<file path="src/rtl/uart_tx_feeder_if.sv">
// Parallel launch link between the feeder and the UART TX control FSM.
// The feeder is the master: it presents the byte and the launch pulse, the TX FSM answers with busy.
interface uart_tx_feeder_if #(
  parameter int DATA_WIDTH = 8
);
  logic                  tx_data_valid;
  logic [DATA_WIDTH-1:0] tx_p_data;
  logic                  tx_busy;

  modport master (output tx_data_valid, output tx_p_data, input tx_busy);
  modport slave  (input tx_data_valid, input tx_p_data, output tx_busy);
endinterface

</file>
<file path="src/rtl/uart_tx_feeder.sv">
// Byte FIFO in front of the UART TX FSM: launches one byte at a time and waits for the
// frame to finish; a launch that never raises busy is abandoned after a short watchdog.
//
//   state       | meaning
//   ------------+------------------------------------------------------------
//   S_IDLE      | waiting for a queued byte and tx_busy low; pops on exit
//   S_LAUNCH    | tx_data_valid high for this one cycle, watchdog cleared
//   S_WAIT_BUSY | waiting for the TX FSM to raise busy (watchdog running)
//   S_WAIT_DONE | frame in flight, waiting for busy to fall
module uart_tx_feeder #(
  parameter int DATA_WIDTH = 8,
  parameter int DEPTH      = 8
) (
  input  logic                   CLK,
  input  logic                   RST,
  input  logic                   wr_en,
  input  logic [DATA_WIDTH-1:0]  wr_data,
  uart_tx_feeder_if.master       tx,
  output logic                   full,
  output logic                   empty,
  output logic [$clog2(DEPTH):0] count,
  output logic                   overflow,
  output logic                   tx_lost
);

  localparam int AW = $clog2(DEPTH);
  localparam logic [AW:0]   FULL_CNT = (AW+1)'(DEPTH);
  localparam logic [AW:0]   ONE_CNT  = (AW+1)'(1);
  localparam logic [AW-1:0] ONE_PTR  = AW'(1);

  typedef enum logic [1:0] {
    S_IDLE      = 2'd0,
    S_LAUNCH    = 2'd1,
    S_WAIT_BUSY = 2'd2,
    S_WAIT_DONE = 2'd3
  } state_t;

  state_t                state;
  logic [AW-1:0]         wr_ptr;
  logic [AW-1:0]         rd_ptr;
  logic [1:0]            wd_cnt;
  logic [DATA_WIDTH-1:0] mem [DEPTH];
  logic                  push;
  logic                  pop;

  // Full is judged on the pre-edge count, so a same-cycle pop never admits a write into a full FIFO.
  assign full  = (count == FULL_CNT);
  assign empty = (count == '0);
  assign push  = wr_en && !full;
  assign pop   = (state == S_IDLE) && !empty && !tx.tx_busy;

  always_ff @(posedge CLK) begin
    if (push) mem[wr_ptr] <= wr_data;
  end

  always_ff @(posedge CLK or negedge RST) begin
    if (!RST) begin
      state            <= S_IDLE;
      wr_ptr           <= '0;
      rd_ptr           <= '0;
      count            <= '0;
      wd_cnt           <= '0;
      overflow         <= 1'b0;
      tx_lost          <= 1'b0;
      tx.tx_data_valid <= 1'b0;
      tx.tx_p_data     <= '0;
    end else begin
      overflow         <= wr_en && full;
      tx_lost          <= 1'b0;
      tx.tx_data_valid <= 1'b0;

      if (push) wr_ptr <= wr_ptr + ONE_PTR;
      if (pop)  rd_ptr <= rd_ptr + ONE_PTR;

      case ({push, pop})
        2'b10:   count <= count + ONE_CNT;
        2'b01:   count <= count - ONE_CNT;
        default: count <= count;
      endcase

      case (state)
        S_IDLE: begin
          if (pop) begin
            tx.tx_p_data     <= mem[rd_ptr];
            tx.tx_data_valid <= 1'b1;
            state            <= S_LAUNCH;
          end
        end
        S_LAUNCH: begin
          wd_cnt <= '0;
          state  <= S_WAIT_BUSY;
        end
        S_WAIT_BUSY: begin
          if (tx.tx_busy) begin
            state <= S_WAIT_DONE;
          end else if (wd_cnt == 2'd2) begin
            // Count reaches 3 here: the launch cycle plus three waiting cycles saw no busy.
            wd_cnt  <= 2'd3;
            tx_lost <= 1'b1;
            state   <= S_IDLE;
          end else begin
            wd_cnt <= wd_cnt + 2'd1;
          end
        end
        S_WAIT_DONE: begin
          if (!tx.tx_busy) state <= S_IDLE;
        end
        default: state <= S_IDLE;
      endcase
    end
  end

endmodule
</file>
<file path="src/flat_wrapper.sv">
// flat-port wrapper written by rule: the top's interface ports become plain ports
module uart_tx_feeder_flat 
#(
  parameter int DATA_WIDTH = 8,
  parameter int DEPTH      = 8
)
  (CLK, RST, wr_en, wr_data, full, empty, count, overflow, tx_lost, tx_tx_data_valid, tx_tx_p_data, tx_tx_busy);
  uart_tx_feeder_if #(.DATA_WIDTH(DATA_WIDTH)) tx_i ();
  input  logic CLK;
  input  logic RST;
  input  logic wr_en;
  input  logic [DATA_WIDTH-1:0] wr_data;
  output logic full;
  output logic empty;
  output logic [$clog2(DEPTH):0] count;
  output logic overflow;
  output logic tx_lost;
  output wire logic [$bits(tx_i.tx_data_valid)-1:0] tx_tx_data_valid;
  output wire logic [$bits(tx_i.tx_p_data)-1:0] tx_tx_p_data;
  input wire logic [$bits(tx_i.tx_busy)-1:0] tx_tx_busy;
  assign tx_tx_data_valid = tx_i.tx_data_valid;
  assign tx_tx_p_data = tx_i.tx_p_data;
  assign tx_i.tx_busy = tx_tx_busy;
  uart_tx_feeder #(.DATA_WIDTH(DATA_WIDTH), .DEPTH(DEPTH)) u_core (.CLK(CLK), .RST(RST), .wr_en(wr_en), .wr_data(wr_data), .tx(tx_i), .full(full), .empty(empty), .count(count), .overflow(overflow), .tx_lost(tx_lost));
endmodule
</file>
<file path="config.mk">
export PLATFORM = sky130hd
export DESIGN_NAME = uart_tx_feeder_flat
export DESIGN_NICKNAME = d
export VERILOG_FILES = /design/src/rtl/uart_tx_feeder_if.sv /design/src/rtl/uart_tx_feeder.sv /design/src/flat_wrapper.sv
export SDC_FILE = /design/constraint.sdc
export NUM_CORES = 1
export LEC_CHECK = 0
export ABC_AREA = 1
export CORE_MARGIN = 8
export CORE_UTILIZATION = 40
export DETAILED_ROUTE_END_ITERATION = 7
export DONT_BUFFER_PORTS = 1
export SYNTH_ARGS = -nofsm -noshare
export SYNTH_HDL_FRONTEND = slang
export SYNTH_SLANG_ARGS = --single-unit
</file>
<file path="constraint.sdc">
create_clock -name CLK -period 4.1 [get_ports CLK]
set_input_delay 0.41 -clock CLK [delete_from_list [all_inputs] [get_ports CLK]]
set_output_delay 0.41 -clock CLK [all_outputs]
set_load 0.005 [all_outputs]
</file>
==> flow_summary.json, run 1 <==
{
  "status": "completed",
  "hpwlAfterDp_mm": 4.80,
  "power_frac_seq": 0.479,
  "drv_slew": 0,
  "p_leak_nw": 1.56,
  "cts.root.buffer_cell": "clkbuf_8",
  "wirelength_mm": 7.66,
  "cts_made_buffers": 9,
  "grt_start_max_net_pins": 35,
  "clock_latency_ns": 0.36,
  "synth-seq-cells": 89,
  "initial_core_util": 0.408,
  "clkTransAtPathRegs_ns": 0.09,
  "syn_inst": 337,
  "worstPathMaxFanout": 13,
  "ys_seq_area_frac": 0.682,
  "yosysWarnings": 0,
  "clock_power_share": 0.209,
  "startpoint_type": "register",
  "power_switching_mw": 1.05,
  "syn_area_um2": 3730,
  "postCtsSetupBuffers": 0,
  "finalHoldViolCount": 0,
  "wirelength_met1_mm": 3.49,
  "area_growth_pct": 7.17,
  "ios": 29,
  "track_usage": 0.126,
  "htreeDepth": 3,
  "die_x_um": 113,
  "worst_pin_slew_ns": 0.992,
  "clock-sinks": 89,
  "layout_min_cycle_time_ns": 2.28,
  "crit_required_ns": 4.34,
  "final_antenna_net_count": 0,
  "clock_skew_ns": 0.00969,
  "wl_per_cell_um": 16.9,
  "final_util": 0.437,
  "die-area_um2": 12700,
  "max_cap_viol_count": 0,
  "finalSetupViolCount": 0,
  "worstSetupEndpointType": "register",
  "dieHeight_um": 113,
  "dr.max_layer_used": "met4",
  "switching_share": 0.375,
  "final_layout_size_suffix_gt1_frac": 0.0671,
  "synth.avg_cell_area_um2": 11.1,
  "gp_congestion": 0.737,
  "fp.coreArea_um2": 9150,
  "holdCritPathClass": "in -> reg",
  "cts_buffer_depth": 2,
  "p_total_mw": 2.80,
  "synth_fp_nets": 355,
  "place_area_um2": 3780,
  "cts.repair.resized": 0,
  "pwr-share-comb": 0.312,
  "drt-initial-drc-count": 152,
  "fin_nets": 356,
  "drt-pass1-iter-count": 4,
  "post_drt_via_cell_ratio": 5.13,
  "row_count": 35,
  "io_buffers": 0,
  "critPathKind": "reg -> reg",
  "ir_drop_v": 0.000207,
  "cp_data_arrival_time_ns": 2.52,
  "rsz0062_at_grt": "false",
  "grt_pass1_vias": 2245,
  "min_period_over_period": 0.557,
  "wl_met2_mm": 3.59,
  "p_int_mw": 1.75,
  "clock.fmax_mhz": 438,
  "fin_area_um2": 4000,
  "route.met3.wl_um": 420,
  "grt_pass1_wl_mm": 12.0,
  "maxSlewHeadroom": 0.336,
  "vias": 2328,
  "antenna_found_initial": 0,
  "synth.distinct_cells": 24,
  "diodes": 0,
  "drc": 0,
  "setup_tns_ns": 0,
  "p_per_area_nw_per_um2": 699,
  "tritoncts": "done",
  "grt.overflow.total": 0
}
## metrics by stage
stage          hold WS, ns  worst slack [ns]  instances
2_1_floorplan        0.114              2.21        337
3_3_place_gp         0.115              1.86        436
3_5_place_dp         0.116              1.82        436
4_1_cts              0.124              1.79        454
5_1_grt              0.116              1.54        454
6_report             0.139              1.82        454
## routing by layer
metal,up-vias,global-route usage
li1,1139,-
met1,1121,0.160
met2,58,0.192
met3,10,0.0349
met4,0,0.0656
met5,-,0
## power by group through the flow
stage / clock, mW / combinational (mW) / sequential (mW)
after floorplan: 0 / 0.762 / 1.28
after detailed placement: 0 / 0.874 / 1.36
after global placement: 0 / 0.856 / 1.36
after global routing: 0.632 / 1.01 / 1.36
final: 0.585 / 0.873 / 1.34
after CTS: 0.601 / 0.886 / 1.34
## cells by family after synthesis
| family | Yosys count | share of synthesized area |
|---|---|---|
| buffers and inverters | 33 | 0.0459 |
| XOR/XNOR | 6 | 0.0141 |
| AO/OA/AOI/OAI | 41 | 0.0556 |
| adder cells (fa/ha/maj) | 6 | 0.0201 |
| AND/OR/NAND/NOR | 162 | 0.182 |
| flip-flops | 89 | 0.682 |
## synthesized netlist by cell type
master	count	area share
ha_1	6	0.020
nor2_2	1	0.0017
buf_2	4	0.0054
nor2_1	82	0.082
clkbuf_2	1	0.0013
dfrtp_1	25	0.17
clkinv_1	1	0.0010
nor3_1	1	0.0013
inv_2	3	0.0030
o21ai_0	32	0.043
nand3_1	34	0.046
nand3_2	2	0.0054
edfxtp_1	64	0.51
xnor2_1	2	0.0047
nand2_1	40	0.040
or2_4	1	0.0023
a21oi_1	2	0.0027
o21ai_1	6	0.0080
buf_4	5	0.010
inv_1	16	0.016
buf_6	3	0.0090
xor2_1	4	0.0094
nand2_4	1	0.0030
o21bai_1	1	0.0020
## final timing paths
kind / start / to / slack [ns] / cells past startpoint
worst min register to register: u_core.wd_cnt[0] / u_core.wd_cnt[0] / 0.52 / 2
max in group asynchronous: RST / u_core.wr_ptr[2] / 3.47 / 2
min in group asynchronous: RST / u_core.tx.tx_p_data[6] / 0.47 / 2
worst min-delay path: wr_data[2] / u_core.mem[1][2] / 0.14 / 0
worst max register to register: u_core.count[1] / u_core.count[2] / 1.82 / 12
worst max-delay path: u_core.count[1] / u_core.count[2] / 1.82 / 12
## layout by cell type, fill, tap and decap left out, drive strengths merged
master       count
a21oi            2
buf              2
bufinv           1
clkbuf          11
clkinv           5
dfrtp           25
dlygate4sd3      1
edfxtp          64
ha               6
inv             19
nand2           41
nand3           36
nor2            83
nor3             1
o21ai           38
o21bai           1
or2              1
xnor2            2
xor2             4
## cell type report
| cell class | instances | area [µm²] |
|---|---|---|
| multi-input combinational | 215 | 1010 |
| clock buffer | 11 | 131 |
| clock inverter | 5 | 56.3 |
| timing repair buffer | 3 | 37.5 |
| tap | 111 | 139 |
| fill | 832 | 5150 |
| sequential | 89 | 2550 |
| inverter | 20 | 75.1 |
## state kept, by name, summed over array words and instances, names as in the netlist
signal	count
u_core.overflow	1
u_core.wr_ptr	3
u_core.count	4
u_core.tx_lost	1
u_core.state	2
u_core.mem	64
u_core.wd_cnt	2
u_core.rd_ptr	3
u_core.tx.tx_data_valid	1
u_core.tx.tx_p_data	8
## worst max-delay path, stage by stage (launching register included)
cell and delay [ns]:
dfrtp_1 0.46, nor2_2 0.08, nand2_1 0.11, nand3_2 0.23, inv_2 0.29, ha_1 0.25
nand2_1 0.06, inv_1 0.08, nor2_1 0.06, ha_1 0.17, a21oi_1 0.14, xor2_1 0.14
o21ai_0 0.09
## repair_timing
item	in CTS	in global routing
hold buffers	2	0
hold endpoints to repair	25	0
endpoints found under the setup margin	0	0
No activity file was read; power rests on OpenSTA's default activity.
==> inputs of run 2 (changes only) <==
Clock period 4.1 ns to 2.35 ns, I/O delays scaled along.
==> flow_summary.json, run 2 (synthesized netlist as in run 1, its figures left out) <==
{
  "status": "completed",
  "worstSetupEndpointType": "register",
  "track_usage": 0.128,
  "p_leak_nw": 1.65,
  "gp_congestion": 0.746,
  "wirelength_mm": 7.73,
  "fin_nets": 377,
  "clock-sinks": 89,
  "crit_end": "u_core.count[2]",
  "dieHeight_um": 113,
  "final_layout_size_suffix_gt1_frac": 0.0962,
  "layout_min_cycle_time_ns": 1.97,
  "max_cap_viol_count": 0,
  "grt_start_max_net_pins": 34,
  "final_antenna_net_count": 0,
  "wl_per_cell_um": 16.3,
  "largest_reg_flops": 64,
  "cts_made_buffers": 9,
  "final_common_cell": "nor2_1",
  "regToRegSetupSlack_ns": 0.38,
  "rsz0062_at_grt": "false",
  "finalHoldViolCount": 0,
  "htreeDepth": 3,
  "r2r-end": "u_core.count[2]",
  "cp_common_cell": "ha_1",
  "clock_latency_ns": 0.35,
  "tritoncts": "done",
  "min_period_over_period": 0.838,
  "p_per_area_nw_per_um2": 1180,
  "diodes": 0,
  "setup_tns_ns": 0,
  "grt_pass1_vias": 2336,
  "critPathKind": "reg -> reg",
  "cp.depth": 11,
  "startpoint_type": "register",
  "most-common-layout-cells": "nor2_1 (82), edfxtp_1 (64), nand2_1 (40), nand3_1 (34), o21ai_0 (32)",
  "drt-pass1-iter-count": 4,
  "grt_pass1_wl_mm": 12.4,
  "cp_data_arrival_time_ns": 2.20,
  "critPathLaunch": "u_core.count[1]",
  "hpwlAfterDp_mm": 4.85,
  "crit_required_ns": 2.58,
  "antenna_found_initial": 0,
  "numPlacedInstances": 448,
  "io_buffers": 0,
  "worstPathMaxFanout": 6,
  "finalSetupViolCount": 0,
  "worst_hold_slack_ns": 0.0671,
  "ios": 29,
  "crit_family": "simple AND/OR/NAND/NOR gates",
  "drv_slew": 0,
  "path_buf_inv": 1,
  "initial_core_util": 0.408,
  "clock_skew_ns": 0.00902,
  "die_x_um": 113,
  "ir_drop_v": 0.000440,
  "cts.repair.resized": 0,
  "final_util": 0.456,
  "maxSlewHeadroom": 0.666,
  "path_cells": "nor2_2 > nand3_2 > nand2_4 > ha_1 > nand2_1 > inv_1 > nor2_1 > ha_1 > a21oi_1 > xor2_1 > o21ai_0",
  "worst_pin_slew_ns": 0.501,
  "regMostFlops": "u_core.mem",
  "top_regs": "u_core.mem: 64 flops, u_core.tx.tx_p_data: 8 flops, u_core.count: 4 flops",
  "drt-initial-drc-count": 171,
  "fp.coreArea_um2": 9150,
  "holdCritPathClass": "in -> reg",
  "vias": 2392,
  "grt.overflow.total": 0,
  "clkTransAtPathRegs_ns": 0.08,
  "die-area_um2": 12700,
  "area_growth_pct": 11.7,
  "slowest_delay_ns": 0.46,
  "p_total_mw": 4.91,
  "clock.fmax_mhz": 508,
  "reg2regPathDepth": 11,
  "cts.root.buffer_cell": "clkbuf_8",
  "cts_buffer_depth": 2,
  "drc": 0,
  "row_count": 35,
  "cpMaxStageDelayCell": "dfrtp_1",
  "rr_startpoint": "u_core.count[1]",
  "post_drt_via_cell_ratio": 5.04,
  "worstHoldStart": "wr_en",
  "final_cells": 475
}
## run 2: cell types whose count changed in the layout (fill, tap and decap cells not counted)
cell	change
bufinv_16	-1
dlygate4sd3_1	+9
buf_4	+12
clkinv_1	-1
clkbuf_1	+1
clkinv_4	-2
clkbuf_8	+2
clkinvlp_4	+1
## run 2: worst min path at each step
stage / cells past startpoint / slack [ns] / endpoint
5_1_grt: 2 / 0.05 / u_core.state[1]
6_report: 2 / 0.07 / u_core.wr_ptr[1]
4_1_cts: 2 / 0.05 / u_core.wr_ptr[1]
3_3_place_gp: 0 / -0.06 / u_core.count[2]
3_5_place_dp: 0 / -0.06 / u_core.count[2]
2_1_floorplan: 0 / -0.06 / u_core.count[0]
## run 2: stage by stage
step           area (µm²)  worst slack (ns)
4_1_cts              4170             0.373
3_5_place_dp         3870             0.386
6_report             4170             0.380
2_1_floorplan        3730             0.457
3_3_place_gp         3870             0.463
5_1_grt              4170             0.167
## run 2: where the power goes
group          internal, mW  switching [mW]
Sequential             2.05           0.205
Combinational         0.587            1.12
Clock                 0.443           0.514
## run 2: area by class of cell
type / count / area, µm²
flip-flops and latches: 89 / 2550
clock inverters: 2 / 12.5
clock buffers: 14 / 163
well taps: 111 / 139
multi-input cells: 215 / 1010
repair buffers: 24 / 218
fillers: 854 / 4980
inverters: 20 / 75.1
## run 2: what timing repair did
action	4_1_cts	5_1_grt
setup buffers	0	0
endpoints found under the hold margin	90	0
hold buffers	11	0
## run 2: routing by layer
layer	routed length [µm]	part of all wire	GRT usage	vias up
met3	333	0.043	0.0386	8
met2	3660	0.47	0.196	43
met4	108	0.014	0.0495	0
met1	3630	0.47	0.166	1162
met5	0	0	0	-
li1	-	-	-	1179
==> inputs of run 3 (changes only) <==
Clock period 2.35 ns to 1.8 ns, I/O delays scaled along.
==> flow_summary.json, run 3 (synthesized netlist as in run 1, its figures left out) <==
{
  "finalSetupViolCount": 0,
  "slowest_delay_ns": 0.42,
  "initial_core_util": 0.408,
  "maxSlewHeadroom": 0.644,
  "layout_min_cycle_time_ns": 1.75,
  "crit_required_ns": 2.04,
  "die_x_um": 113,
  "die-area_um2": 12700,
  "cts_made_buffers": 9,
  "fin_nets": 392,
  "vias": 2431,
  "final_cells": 490,
  "met1_usage": 0.161,
  "ios": 29,
  "min_to": "u_core.state[0]",
  "setup_tns_ns": 0,
  "diodes": 0,
  "numPlacedInstances": 458,
  "p_leak_nw": 1.76,
  "post_drt_via_cell_ratio": 4.96,
  "r2r-end": "u_core.count[2]",
  "startpoint_type": "register",
  "grt_pass1_wl_mm": 12.4,
  "io_buffers": 0,
  "top_regs": "u_core.mem: 64 flops, u_core.tx.tx_p_data: 8 flops, u_core.count: 4 flops",
  "cpMaxStageDelayCell": "dfrtp_1",
  "regToRegSetupSlack_ns": 0.05,
  "grt.overflow.total": 0,
  "final_layout_size_suffix_gt1_frac": 0.161,
  "clock_skew_ns": 0.00947,
  "rsz0062_at_grt": "true",
  "area_growth_pct": 17.9,
  "final_common_cell": "nor2_1",
  "hpwlAfterDp_mm": 4.98,
  "drt-initial-drc-count": 177,
  "ir_drop_v": 0.000620,
  "worstSetupEndpointType": "register",
  "final_antenna_net_count": 0,
  "regMostFlops": "u_core.mem",
  "p_total_mw": 7.07,
  "holdCritPathClass": "in -> reg",
  "hold_path_depth": 2,
  "grt_pass1_vias": 2374,
  "path_cells": "nor2_2 > nand3_2 > inv_2 > ha_4 > nand2_1 > inv_2 > nor2_4 > ha_2 > a21oi_2 > xor2_1 > o21ai_1",
  "reg2regPathDepth": 11,
  "clock.fmax_mhz": 570,
  "drc": 0,
  "worstHoldStart": "tx_tx_busy",
  "fin_ws_ns": 0.0464,
  "antenna_found_initial": 0,
  "max_cap_viol_count": 0,
  "grt_start_max_net_pins": 34,
  "worst_hold_slack_ns": 0.0942,
  "cts_buffer_depth": 2,
  "clkTransAtPathRegs_ns": 0.09,
  "track_usage": 0.128,
  "place_ws_ns": 0.0364,
  "drv_slew": 0,
  "rr_startpoint": "u_core.state[1]",
  "largest_reg_flops": 64,
  "dieHeight_um": 113,
  "most-common-layout-cells": "nor2_1 (78), edfxtp_1 (64), nand2_1 (39), nand3_1 (34), o21ai_0 (31)",
  "fin_area_um2": 4400,
  "met2_usage": 0.200,
  "worst_pin_slew_ns": 0.534,
  "p_per_area_nw_per_um2": 1610,
  "status": "completed",
  "htreeDepth": 3,
  "cts.root.buffer_cell": "clkbuf_8",
  "critPathLaunch": "u_core.state[1]",
  "clock_latency_ns": 0.36,
  "busiest_layer": "met2",
  "drt-pass1-iter-count": 4,
  "min_period_over_period": 0.974,
  "critPathKind": "reg -> reg",
  "row_count": 35,
  "gp_congestion": 0.768,
  "cp_data_arrival_time_ns": 1.99,
  "worstPathMaxFanout": 4,
  "wl_per_cell_um": 16.0,
  "grt.met3_usage": 0.0306,
  "place_area_um2": 3970,
  "wirelength_mm": 7.85,
  "cp_common_cell": "inv_2",
  "clock-sinks": 89,
  "tritoncts": "done",
  "fp.coreArea_um2": 9150,
  "finalHoldViolCount": 0,
  "final_util": 0.481
}
run 3: cell count changes in the layout (fill, tap and decap cells not counted), sizes merged:
cell / before / now
clkinvlp: 1 / 0
clkbuf: 14 / 11
bufinv: 0 / 1
dlygate4sd3: 10 / 11
buf: 14 / 28
inv: 19 / 22
run 3: power breakdown:
group	switching, mW	internal, mW	total (mW)	leakage [nW]
Clock	0.755	0.828	1.58	0.123
Combinational	1.58	0.963	2.55	0.749
Sequential	0.268	2.67	2.94	0.890
Total	2.61	4.46	7.07	1.76
run 3: what timing repair did:
| action | 4_1_cts | 5_1_grt |
|---|---|---|
| setup endpoints to repair | 0 | 3 |
| hold endpoints to repair | 92 | 0 |
| gates resized for setup | 0 | 10 |
| hold buffers | 12 | 0 |
| buffers inserted | 0 | 4 |
run 3: worst max-delay path, delay by kind of cell (launching register included):
family                   cells  cell delay (ns)
adder cells (fa/ha/maj)      2             0.34
AND/OR/NAND/NOR              4             0.36
flip-flops                   1             0.42
XOR/XNOR                     1             0.16
AO/OA/AOI/OAI                2             0.19
buffers and inverters        2             0.18
run 3: metal layers:
layer / up-vias / wire (µm)
met5: - / 0
met4: 0 / 161
met3: 12 / 491
met2: 71 / 3680
met1: 1139 / 3510
li1: 1209 / -
run 3: cell type report:
class / count / area [µm²]
clock buffer: 11 / 174
clock inverter: 5 / 63.8
fill: 838 / 4750
inverter: 20 / 75.1
multi-input combinational: 215 / 1070
sequential: 89 / 2550
tap: 111 / 139
timing repair buffer: 39 / 333
run 3: how the worst max path moves through the flow:
stage,end
detailed placement,u_core.count[2]
global route,u_core.count[2]
floorplan,u_core.count[2]
CTS,u_core.count[2]
global placement,u_core.count[2]
finish,u_core.count[2]
